--- src/rtl/rr_sel_pkg.sv ---
// Shared types and helpers for the round-robin mux-select arbiter.
package rr_sel_pkg;

   localparam int unsigned N_REQ = 4;
   localparam int unsigned SEL_W = 2;

   typedef enum logic {
      IDLE  = 1'b0,
      GRANT = 1'b1
   } state_t;

   // One-hot grant vector for a mux select value.
   function automatic logic [N_REQ-1:0] onehot(input logic [SEL_W-1:0] s);
      onehot = N_REQ'(1) << s;
   endfunction

endpackage

--- src/rtl/rr_sel_arbiter_pick.sv ---
// Rotating-priority picker: first set request at or after ptr, wrapping 3->0.
module rr_pick
   import rr_sel_pkg::*;
(
   input  logic [N_REQ-1:0] req,
   input  logic [SEL_W-1:0] ptr,
   output logic [SEL_W-1:0] idx,
   output logic             any
);

   logic [SEL_W-1:0] cand;

   // Scan farthest offset first so the nearest request to ptr wins.
   always_comb begin
      idx  = '0;
      any  = 1'b0;
      cand = '0;
      for (int k = N_REQ - 1; k >= 0; k--) begin
         cand = ptr + SEL_W'(k);
         if (req[cand]) begin
            idx = cand;
            any = 1'b1;
         end
      end
   end

endmodule

--- src/rtl/rr_sel_arbiter.sv ---
// Round-robin arbiter driving a 4:1 mux select with burst hold and valid/ready.
module rr_sel_arbiter
   import rr_sel_pkg::*;
#(
   parameter int unsigned MAX_BURST = 4,
   parameter int unsigned CNT_W     = 4
)(
   input  logic             clk,
   input  logic             rst,
   input  logic [N_REQ-1:0] req,
   input  logic             ready,
   output logic [SEL_W-1:0] sel,
   output logic [N_REQ-1:0] gnt,
   output logic             valid,
   output logic             last
);

   state_t           state, state_n;
   logic [SEL_W-1:0] sel_n;
   logic [N_REQ-1:0] gnt_n;
   logic             valid_n;
   logic [SEL_W-1:0] ptr, ptr_n;
   logic [CNT_W-1:0] cnt, cnt_n;

   logic [SEL_W-1:0] pick_ptr;
   logic [SEL_W-1:0] pick_idx;
   logic             pick_any;
   logic             burst_end;
   logic             xfer;

   // In a burst the only re-pick happens at its end, from the slot after sel.
   assign pick_ptr  = (state == GRANT) ? sel + SEL_W'(1) : ptr;
   assign burst_end = (cnt == CNT_W'(MAX_BURST - 1)) || !req[sel];
   assign xfer      = valid && ready;
   assign last      = valid && burst_end;

   rr_pick u_pick (
      .req (req),
      .ptr (pick_ptr),
      .idx (pick_idx),
      .any (pick_any)
   );

   // State and registered outputs.
   always_ff @(posedge clk or posedge rst) begin
      if (rst) begin
         state <= IDLE;
         sel   <= '0;
         gnt   <= '0;
         valid <= 1'b0;
         ptr   <= '0;
         cnt   <= '0;
      end else begin
         state <= state_n;
         sel   <= sel_n;
         gnt   <= gnt_n;
         valid <= valid_n;
         ptr   <= ptr_n;
         cnt   <= cnt_n;
      end
   end

   // Next-state: grant from idle, count beats, rotate and re-pick at burst end.
   always_comb begin
      state_n = state;
      sel_n   = sel;
      gnt_n   = gnt;
      valid_n = valid;
      ptr_n   = ptr;
      cnt_n   = cnt;
      case (state)
         IDLE: begin
            if (pick_any) begin
               state_n = GRANT;
               sel_n   = pick_idx;
               gnt_n   = onehot(pick_idx);
               valid_n = 1'b1;
               cnt_n   = '0;
            end else begin
               gnt_n   = '0;
               valid_n = 1'b0;
            end
         end
         GRANT: begin
            if (xfer) begin
               if (!burst_end) begin
                  cnt_n = cnt + CNT_W'(1);
               end else begin
                  ptr_n = sel + SEL_W'(1);
                  cnt_n = '0;
                  if (pick_any) begin
                     sel_n = pick_idx;
                     gnt_n = onehot(pick_idx);
                  end else begin
                     state_n = IDLE;
                     gnt_n   = '0;
                     valid_n = 1'b0;
                  end
               end
            end
         end
         default: begin
            state_n = IDLE;
            gnt_n   = '0;
            valid_n = 1'b0;
         end
      endcase
   end

endmodule

--- config.mk ---
export PLATFORM = sky130hd
export DESIGN_NAME = rr_sel_arbiter
export DESIGN_NICKNAME = d
export VERILOG_FILES = /design/src/rtl/rr_sel_pkg.sv /design/src/rtl/rr_sel_arbiter_pick.sv /design/src/rtl/rr_sel_arbiter.sv
export SDC_FILE = /design/constraint.sdc
export NUM_CORES = 1
export LEC_CHECK = 0
export BUFFER_PORTS_ARGS = -buffer_cell sky130_fd_sc_hd__buf_2
export CORE_MARGIN = 5
export CORE_UTILIZATION = 45
export CTS_BUF_LIST = sky130_fd_sc_hd__clkbuf_4 sky130_fd_sc_hd__clkbuf_8
export DETAILED_ROUTE_END_ITERATION = 8
export MAX_ROUTING_LAYER = met4
export PLACE_DENSITY_LB_ADDON = 0.08
export SKIP_LAST_GASP = 1
export SLEW_MARGIN = 15
export SYNTH_ARGS = -nofsm -noshare
export SYNTH_HDL_FRONTEND = slang
export SYNTH_SLANG_ARGS = --single-unit
--- constraint.sdc ---
create_clock -name clk -period 1.9 [get_ports clk]
set_clock_uncertainty 0.1 [all_clocks]
set_input_delay 0.57 -clock clk [delete_from_list [all_inputs] [get_ports clk]]
set_output_delay 0.57 -clock clk [all_outputs]
set_load 0.05 [all_outputs]
## After elaboration in Yosys (flattened, before gate mapping)

Cells that the tools add are included.

- Register bits: 14
- Logic and storage cells: 70
- Input port bits: 7
- Output and inout port bits: 8

- Magnitude comparators: 5
- Bitwise gates (word level): 1
- Multiplexer cells: 39
- Add/sub/neg operators: 5
- Equal/unequal tests: 5
- Reductions and logical operators: 8
- Shift-type cells: 1

Operators by type and width:

| kind | count |
|---|---|
| $mux W4 | 6 |
| $mux W2 | 8 |
| $pmux W4 S2 | 2 |
| $lt A2 B3 Y1 const B | 5 |
| $mux W1 | 15 |
| $bmux W1 S2 | 5 |
| $reduce_and A3 Y1 | 2 |
| $add A2 B1 Y2 const B | 2 |
| $add A2 B2 Y2 const B | 2 |
| $add A4 B1 Y4 const B | 1 |
| $eq A4 B2 Y1 const B | 1 |
| $ne A2 B1 Y1 const B | 2 |
| $ne A2 B2 Y1 const B | 2 |
| $pmux W1 S2 | 2 |
| $pmux W2 S2 | 1 |
| $reduce_and A2 Y1 | 2 |
| $shl A1 B2 Y4 const A | 1 |
| $logic_and A1 B1 Y1 | 2 |
| $logic_not A1 Y1 | 1 |
| $logic_or A1 B1 Y1 | 1 |
| $not A1 Y1 | 1 |

## Depth between registers and ports, before layout

Gate-level depths: netlist of run 1.

- Depth after elaboration: 14
- Mapped depth: 7
- Gate-level depth less buffers: 6

## Hierarchy

Synthesis of run 1 repeated with hierarchy kept, for this count alone.

- Cell total of the unflattened synthesis: 85
- Area total of the unflattened synthesis: 845.8 um^2

Modules (own cells, without submodules):

| module | cells each | seq. area each (um^2) | area an instance (um^2) | times used |
|---|---|---|---|---|
| rr_sel_arbiter | 72 | 350.3 | 768.2 | 1 |
| rr_pick | 13 | 0.0 | 77.6 | 1 |

## Least setup slack after synthesis of run 1

No wires, ideal clock.

- Path kind: reg-to-output
- Start point: register sel[1]
- End point: output last
- Cell stages (with the launch flop): 4
- Required time: 1.230 ns
- Arrival: 1.906 ns
- Path buffers: 0
- Slack: -0.676 ns
- Cell sequence: dfrtp_1 > mux4_2 > o31ai_4 > and2_1

- Longest elaborated chain between the ends: 5

Ends and longest elaborated chain:

| element | line | source |
|---|---|---|
| start: declaration | rr_sel_arbiter.sv:12 | `output logic [SEL_W-1:0] sel,` |
| start signal: assignment | rr_sel_arbiter.sv:55 | `sel <= sel_n;` |
| $bmux W1 S2 | rr_sel_arbiter.sv:33 | `assign burst_end = (cnt == CNT_W'(MAX_BURST - 1)) \|\| !req[sel];` |
| $mux W1 (implied by the code) | rr_sel_arbiter.sv:33 |  |
| $logic_not A1 Y1 | rr_sel_arbiter.sv:33 |  |
| $logic_or A1 B1 Y1 | rr_sel_arbiter.sv:33 |  |
| $logic_and A1 B1 Y1 | rr_sel_arbiter.sv:35 | `assign last = valid && burst_end;` |
| end: declaration | rr_sel_arbiter.sv:15 | `output logic last` |

Every way passes these cells. The select of a mux whose other input is x is not followed.

## Final worst setup path of run 1

Ends and elaborated chain as after synthesis.

==> results.toml, run 1 <==
[sta]
hold_viol_final = 0
period_needed_ns = 2.285
period_share_pct = 120.3
max_slew_margin_pct = 64.24
tightest_slew_ns = 0.5358
timing.fmax_mhz = 437.7
hold_ws_ns = 0.2200
finalMaxSlewViolations = 0
setup_slack_ns = -0.3848
rsz0062_at_grt = "yes"
finalSetupViolations = 4

[drt]
drt_pass1_iterations = 4
route.vias.total = 834
drt_iter0_drc = 25
drc = 0
ant_nets = 0
via_per_inst = 5.416
wirelength_mm = 2.086
wire_per_inst_um = 13.55

[flow_run]
maxCapViolations = 0

[critical_path]
r2r-start = "sel[1]$_DFFE_PP0P_"
slowest_stage = "mux4_2"
cp.arrival_ns = 1.61
crit_buf_inv = 1
reg2reg_depth = 6
critical_path.max_stage_delay_ns = 0.55
required_ns = 1.23
worst-setup-path-type = "register to output pin"
critical_path.cell_chain = "mux4_2, o31ai_4, and2_4, buf_8"
worstPathMaxFanout = 2
crit_family = "multiplexers"
r2r_end = "gnt[1]$_DFFE_PP0N_"
rrSetupSlack_ns = -0.04
critPathCaptureType = "output pin"
cp-start-kind = "register"

[synth]
yosysMostFrequentCell = "dfrtp_1"
yosys.area.top_type = "dfrtp_1"
synth_cells = 97
netlist_top_cells_count = "dfrtp_1, nand2_1, a21oi_1"
ys.warnings.count = 0
synth_area_leaders = "dfrtp_1, nand2_1, a21oi_1"
yosys.area.top_type_share_pct = 39.55
yosysUniqueCellTypes = 38
ys_seq_area_share_pct = 39.55
async_flop_share_pct = 100.0
synth_ff_type = "dfrtp_1"
ys_ff_latch = 14
avgSynthCellArea_um2 = 9.132
syn-num-nets = 105
synth_edf_count = 0
netlist_area_um2 = 885.9

[finish]
drive_gt1_share_pct = 35.43
area_growth_syn_to_layout_pct = 29.24
area.sequential_um2 = 352.8
multi_input_area_um2 = 506.7
fin_nets = 136
final_area_um2 = 1145
nFillCells = 184
n_antenna_cell = 0

[placement]
portBuffers = 14
placed_cell_area_um2 = 1092
place_congestion = 0.8383
dpl.hpwl_mm = 1.641
dp_slack_ns = -0.4756

[cts]
clk_pin_slew_ns = 0.08
cts_buffer_depth = 2
clock-sinks = 14
postCtsSetupRepairBufs = 0
h-tree-depth = 1
clk-insertion-delay-late_ns = 0.27
numCtsBuffers = 3
cts_root_buf = "clkbuf_4"
cts_tree = "yes"

[status]
violations = "setup timing"
status = "finished, violations left"

[floorplan]
start_util_pct = 46.09
dieArea_um2 = 2956
die_height_um = 54.37
rows = 16
core_area_um2 = 1922
io_pins = 15
die_w_um = 54.37

[grt]
antenna_found_initial = 0
grt-ovfl-total = 0
grt_first_pass_wirelength_mm = 3.408
grt_start_max_net_pins = 15
grtUsageTotal_pct = 16.77
grt_pass1_vias = 782

[power]
leakage_uw = 0.0005157
power_density_nw_per_um2 = 490.4
peakVddDrop_mv = 0.4223

[worst_hold_path]
hp-class = "primary input to async pin"
worst register-to-register path: cells and delay by family (launching register included):
kind / cells / cell delay, ns
AND/OR/NAND/NOR: 1 / 0.11
multiplexers: 1 / 0.38
AO/OA/AOI/OAI: 3 / 0.67
flip-flops: 1 / 0.42
buffers and inverters: 1 / 0.16
registers in the layout, summed over array words and instances (netlist names):
signal / count
cnt: 4
gnt: 4
ptr: 2
sel: 2
state: 1
valid: 1
per-layer routing:
layer,GRT usage (%),share of wire (%)
met1,21.73,48
met3,3.270,4.0
met2,25.90,48
met4,6.224,0.43
met5,-,0
area by class of cell:
| type | instances | area share [%] |
|---|---|---|
| Multi-Input combinational cell | 74 | 44.26 |
| Timing Repair Buffer | 29 | 16.83 |
| Sequential cell | 14 | 30.82 |
| Tap cell | 27 | 2.951 |
| Inverter | 6 | 1.967 |
| Clock buffer | 4 | 3.169 |
cell usage in the layout (no fill, tap or decap), drive strengths merged, types with 2 or more instances in the layout:
cell	n
clkbuf	4
nor3	2
a21oi	7
inv	6
o21ai	8
nor2b	2
buf	29
nand3	5
a32o	2
dfrtp	14
o31ai	5
nor2	6
nand2	12
o21a	2
a211oi	4
cells by family after synthesis:
group	synth area share (%)
flops	39.55
buf+inv	4.801
simple gates	19.92
xor+xnor	0.9889
fa+ha+maj	1.412
compound gates	30.79
mux	2.542
worst max path at each step:
| stage | start | to | cells past startpoint |
|---|---|---|---|
| 6_report | sel[1]$_DFFE_PP0P_ | last | 4 |
| 2_1_floorplan | sel[1]$_DFFE_PP0P_ | last | 3 |
| 4_1_cts | sel[1]$_DFFE_PP0P_ | last | 4 |
| 3_5_place_dp | req[0] | last | 5 |
| 3_3_place_gp | req[0] | last | 5 |
| 5_1_grt | sel[1]$_DFFE_PP0P_ | last | 4 |
where the power goes:
group	total, µW	leakage [µW]	internal (µW)	switching, µW
combinational	55.6	0.000308	23.2	32.4
sequential	299	0.000187	298	0.821
clock	207	0.0000210	116	90.5
metrics by stage:
step                power [µW]  setup TNS [ns]  cells  util (%)
finish                   561.5         -0.5013    154     59.57
global route             584.3         -0.9780    154     59.57
CTS                      569.1         -0.6033    154     59.24
detailed placement       359.5          -2.955    150     56.84
global placement         359.0          -2.912    150     56.84
floorplan                331.1         -0.6511     97         -
repair_timing:
item / 4_1_cts / 5_1_grt
gates resized for setup: 3 / 1
hold buffers: 0 / 0
endpoints found under the setup margin: 4 / 9
gates cloned: 0 / 0
(Power assumes the default switching activity.)
==> run 2: changes to the inputs <==
--- a/config.mk
+++ b/config.mk
@@ -12,3 +12,2 @@
 export DETAILED_ROUTE_END_ITERATION = 8
-export MAX_ROUTING_LAYER = met4
 export PLACE_DENSITY_LB_ADDON = 0.08
==> constraint.sdc (replaced) <==
create_clock -name clk -period 1.9 [get_ports clk]
set_clock_uncertainty 0.1 [all_clocks]
set_input_delay 0.38 -clock clk [delete_from_list [all_inputs] [get_ports clk]]
set_output_delay 0.38 -clock clk [all_outputs]
set_load 0.05 [all_outputs]
==> run 2 against run 1 <==
  * The flow still finishes with violations (setup timing)
  * Worst setup slack better by 0.18 ns
  * Combinational power is 6.5% higher
  * Non-clock buffer count is 1 lower
  * Final cell count is 0.65% lower
  * Global-route usage is 0.55 points higher
  * Worst hold slack worse by 0.18 ns
  * Total power is 2.1% lower
  * Die area stayed put
  * Fmax is 8.7% higher
  * Critical path type unchanged
  * Largest power group unchanged
==> results.toml, run 2 (synthesis results as in run 1) <==
[status]
status = "finished, violations left"
violations = "setup timing"

[finish]
n_antenna_cell = 0
drive_gt1_share_pct = 36.51
final_cell_mix = "buf_2, buf_4, dfrtp_1, nand2_1, a21oi_1"
post-route-util_pct = 59.51
fin_nets = 135
reg_top3 = "cnt x4, gnt x4"
area_growth_syn_to_layout_pct = 29.10
final_cells = 153

[power]
pwr-share-clk_pct = 34.8
netSwitchingFraction_pct = 23.77
p_sw_uw = 130.6
p_int_uw = 419.0
p_total_uw = 549.6
peakVddDrop_mv = 0.3752
combPwrFrac_pct = 10.8
leakage_uw = 0.0004970
pwr-share-seq_pct = 54.4
power_density_nw_per_um2 = 480.6

[sta]
finalSetupViolations = 4
period_share_pct = 110.7
max_slew_margin_pct = 63.16
setup_slack_ns = -0.2028
timing.fmax_mhz = 475.6
period_needed_ns = 2.103
finalMaxSlewViolations = 0
tightest_slew_ns = 0.5519
hold_ws_ns = 0.03531
rsz0062_at_grt = "yes"
hold_viol_final = 0

[grt]
grt-ovfl-total = 0
grtUsageTotal_pct = 17.32
antenna_found_initial = 0
grt_start_max_net_pins = 15
grt_pass1_vias = 776
grt_first_pass_wirelength_mm = 3.684

[cts]
cts_root_buf = "clkbuf_4"
clk-insertion-delay-late_ns = 0.27
clock-sinks = 14
h-tree-depth = 1
numCtsBuffers = 3
cts_tree = "yes"
clk_pin_slew_ns = 0.09
ctsHoldBuffers = 0
cts_buffer_depth = 2

[critical_path]
required_ns = 1.42
critical_path.max_stage_delay_ns = 0.54
critical_path.cell_chain = "mux4_2, o31ai_4, and2_4, buf_8"
cp.arrival_ns = 1.62
worstPathMaxFanout = 2
worst-setup-path-type = "register to output pin"
slowest_stage = "mux4_2"
critPathCaptureType = "output pin"
cp-start-kind = "register"

[drt]
via_per_inst = 5.582
route.vias.total = 854
drt_pass1_iterations = 4
drc = 0
wirelength_mm = 2.256
ant_nets = 0
wire_per_inst_um = 14.75
drt_iter0_drc = 39

[floorplan]
start_util_pct = 46.09
rows = 16
dieArea_um2 = 2956
core_area_um2 = 1922
io_pins = 15
die_height_um = 54.37
die_w_um = 54.37

[placement]
dpl.hpwl_mm = 1.604
portBuffers = 14
place_inst = 148
place_congestion = 0.8546
dp_slack_ns = -0.1261

[worst_hold_path]
hp-class = "primary input to async pin"

[flow_run]
maxCapViolations = 0
## run 2: cell type report
class                      count  area, µm²
clock buffer                   4      30.03
timing repair buffer          28      188.9
fill                         172      778.2
inverter                       6      26.28
tap                           27      33.78
sequential                    14      352.8
multi-input combinational     74      511.7
## run 2: repair_timing
action                                  in CTS  in global routing
endpoints found under the setup margin       1                  8
setup buffers                                1                  0
pin swaps                                    1                  2
gates resized for setup                      3                  4
cloned                                       0                  0
## run 2: per-layer routing
layer	global-route usage, %	part of all wire, %	wire (µm)	up-vias
met5	0	0	0	-
met3	2.180	4.4	99	2
met4	4.979	0.62	14	0
li1	-	-	-	416
met1	24.53	45	1012	413
met2	27.49	50	1129	23
## run 2: power by group through the flow
stage                     Clock [µW]  Sequential [µW]  Combinational [µW]
after floorplan                    0              305                26.4
after global routing             207              299                64.5
final                            192              299                59.2
after detailed placement           0              305                55.0
after global placement             0              305                54.1
after CTS                        196              299                57.2
## run 2: path summary, 6_finish.rpt
path,startpoint,end,slack [ns],cells after the start
max,sel[1]$_DFFE_PP0P_,last,-0.20,4
min,rst,gnt[0]$_DFFE_PP0N_,0.04,2
max reg2reg,sel[1]$_DFFE_PP0P_,gnt[2]$_DFFE_PP0N_,-0.04,6
min reg2reg,gnt[3]$_DFFE_PP0N_,gnt[3]$_DFFE_PP0N_,0.38,2
max in group asynchronous,rst,sel[0]$_DFFE_PP0P_,1.27,2
min in group clk,gnt[3]$_DFFE_PP0N_,gnt[3]$_DFFE_PP0N_,0.38,2
## run 2: worst max-delay path, delay by kind of cell, from the launching register on
family	cells	cell delay, ns
AOI/OAI and AO/OA	1	0.09
buffers and inverters	1	0.14
DFF	1	0.38
muxes	1	0.54
and+or+nand+nor	1	0.19
## run 2: per-stage QoR
| stage | area, µm² | TNS, ns |
|---|---|---|
| 3_5_place_dp | 1077 | -0.2809 |
| 5_1_grt | 1144 | -0.6627 |
| 4_1_cts | 1125 | -0.3372 |
| 2_1_floorplan | 895.9 | -0.4611 |
| 6_report | 1144 | -0.2811 |
| 3_3_place_gp | 1077 | -0.1888 |
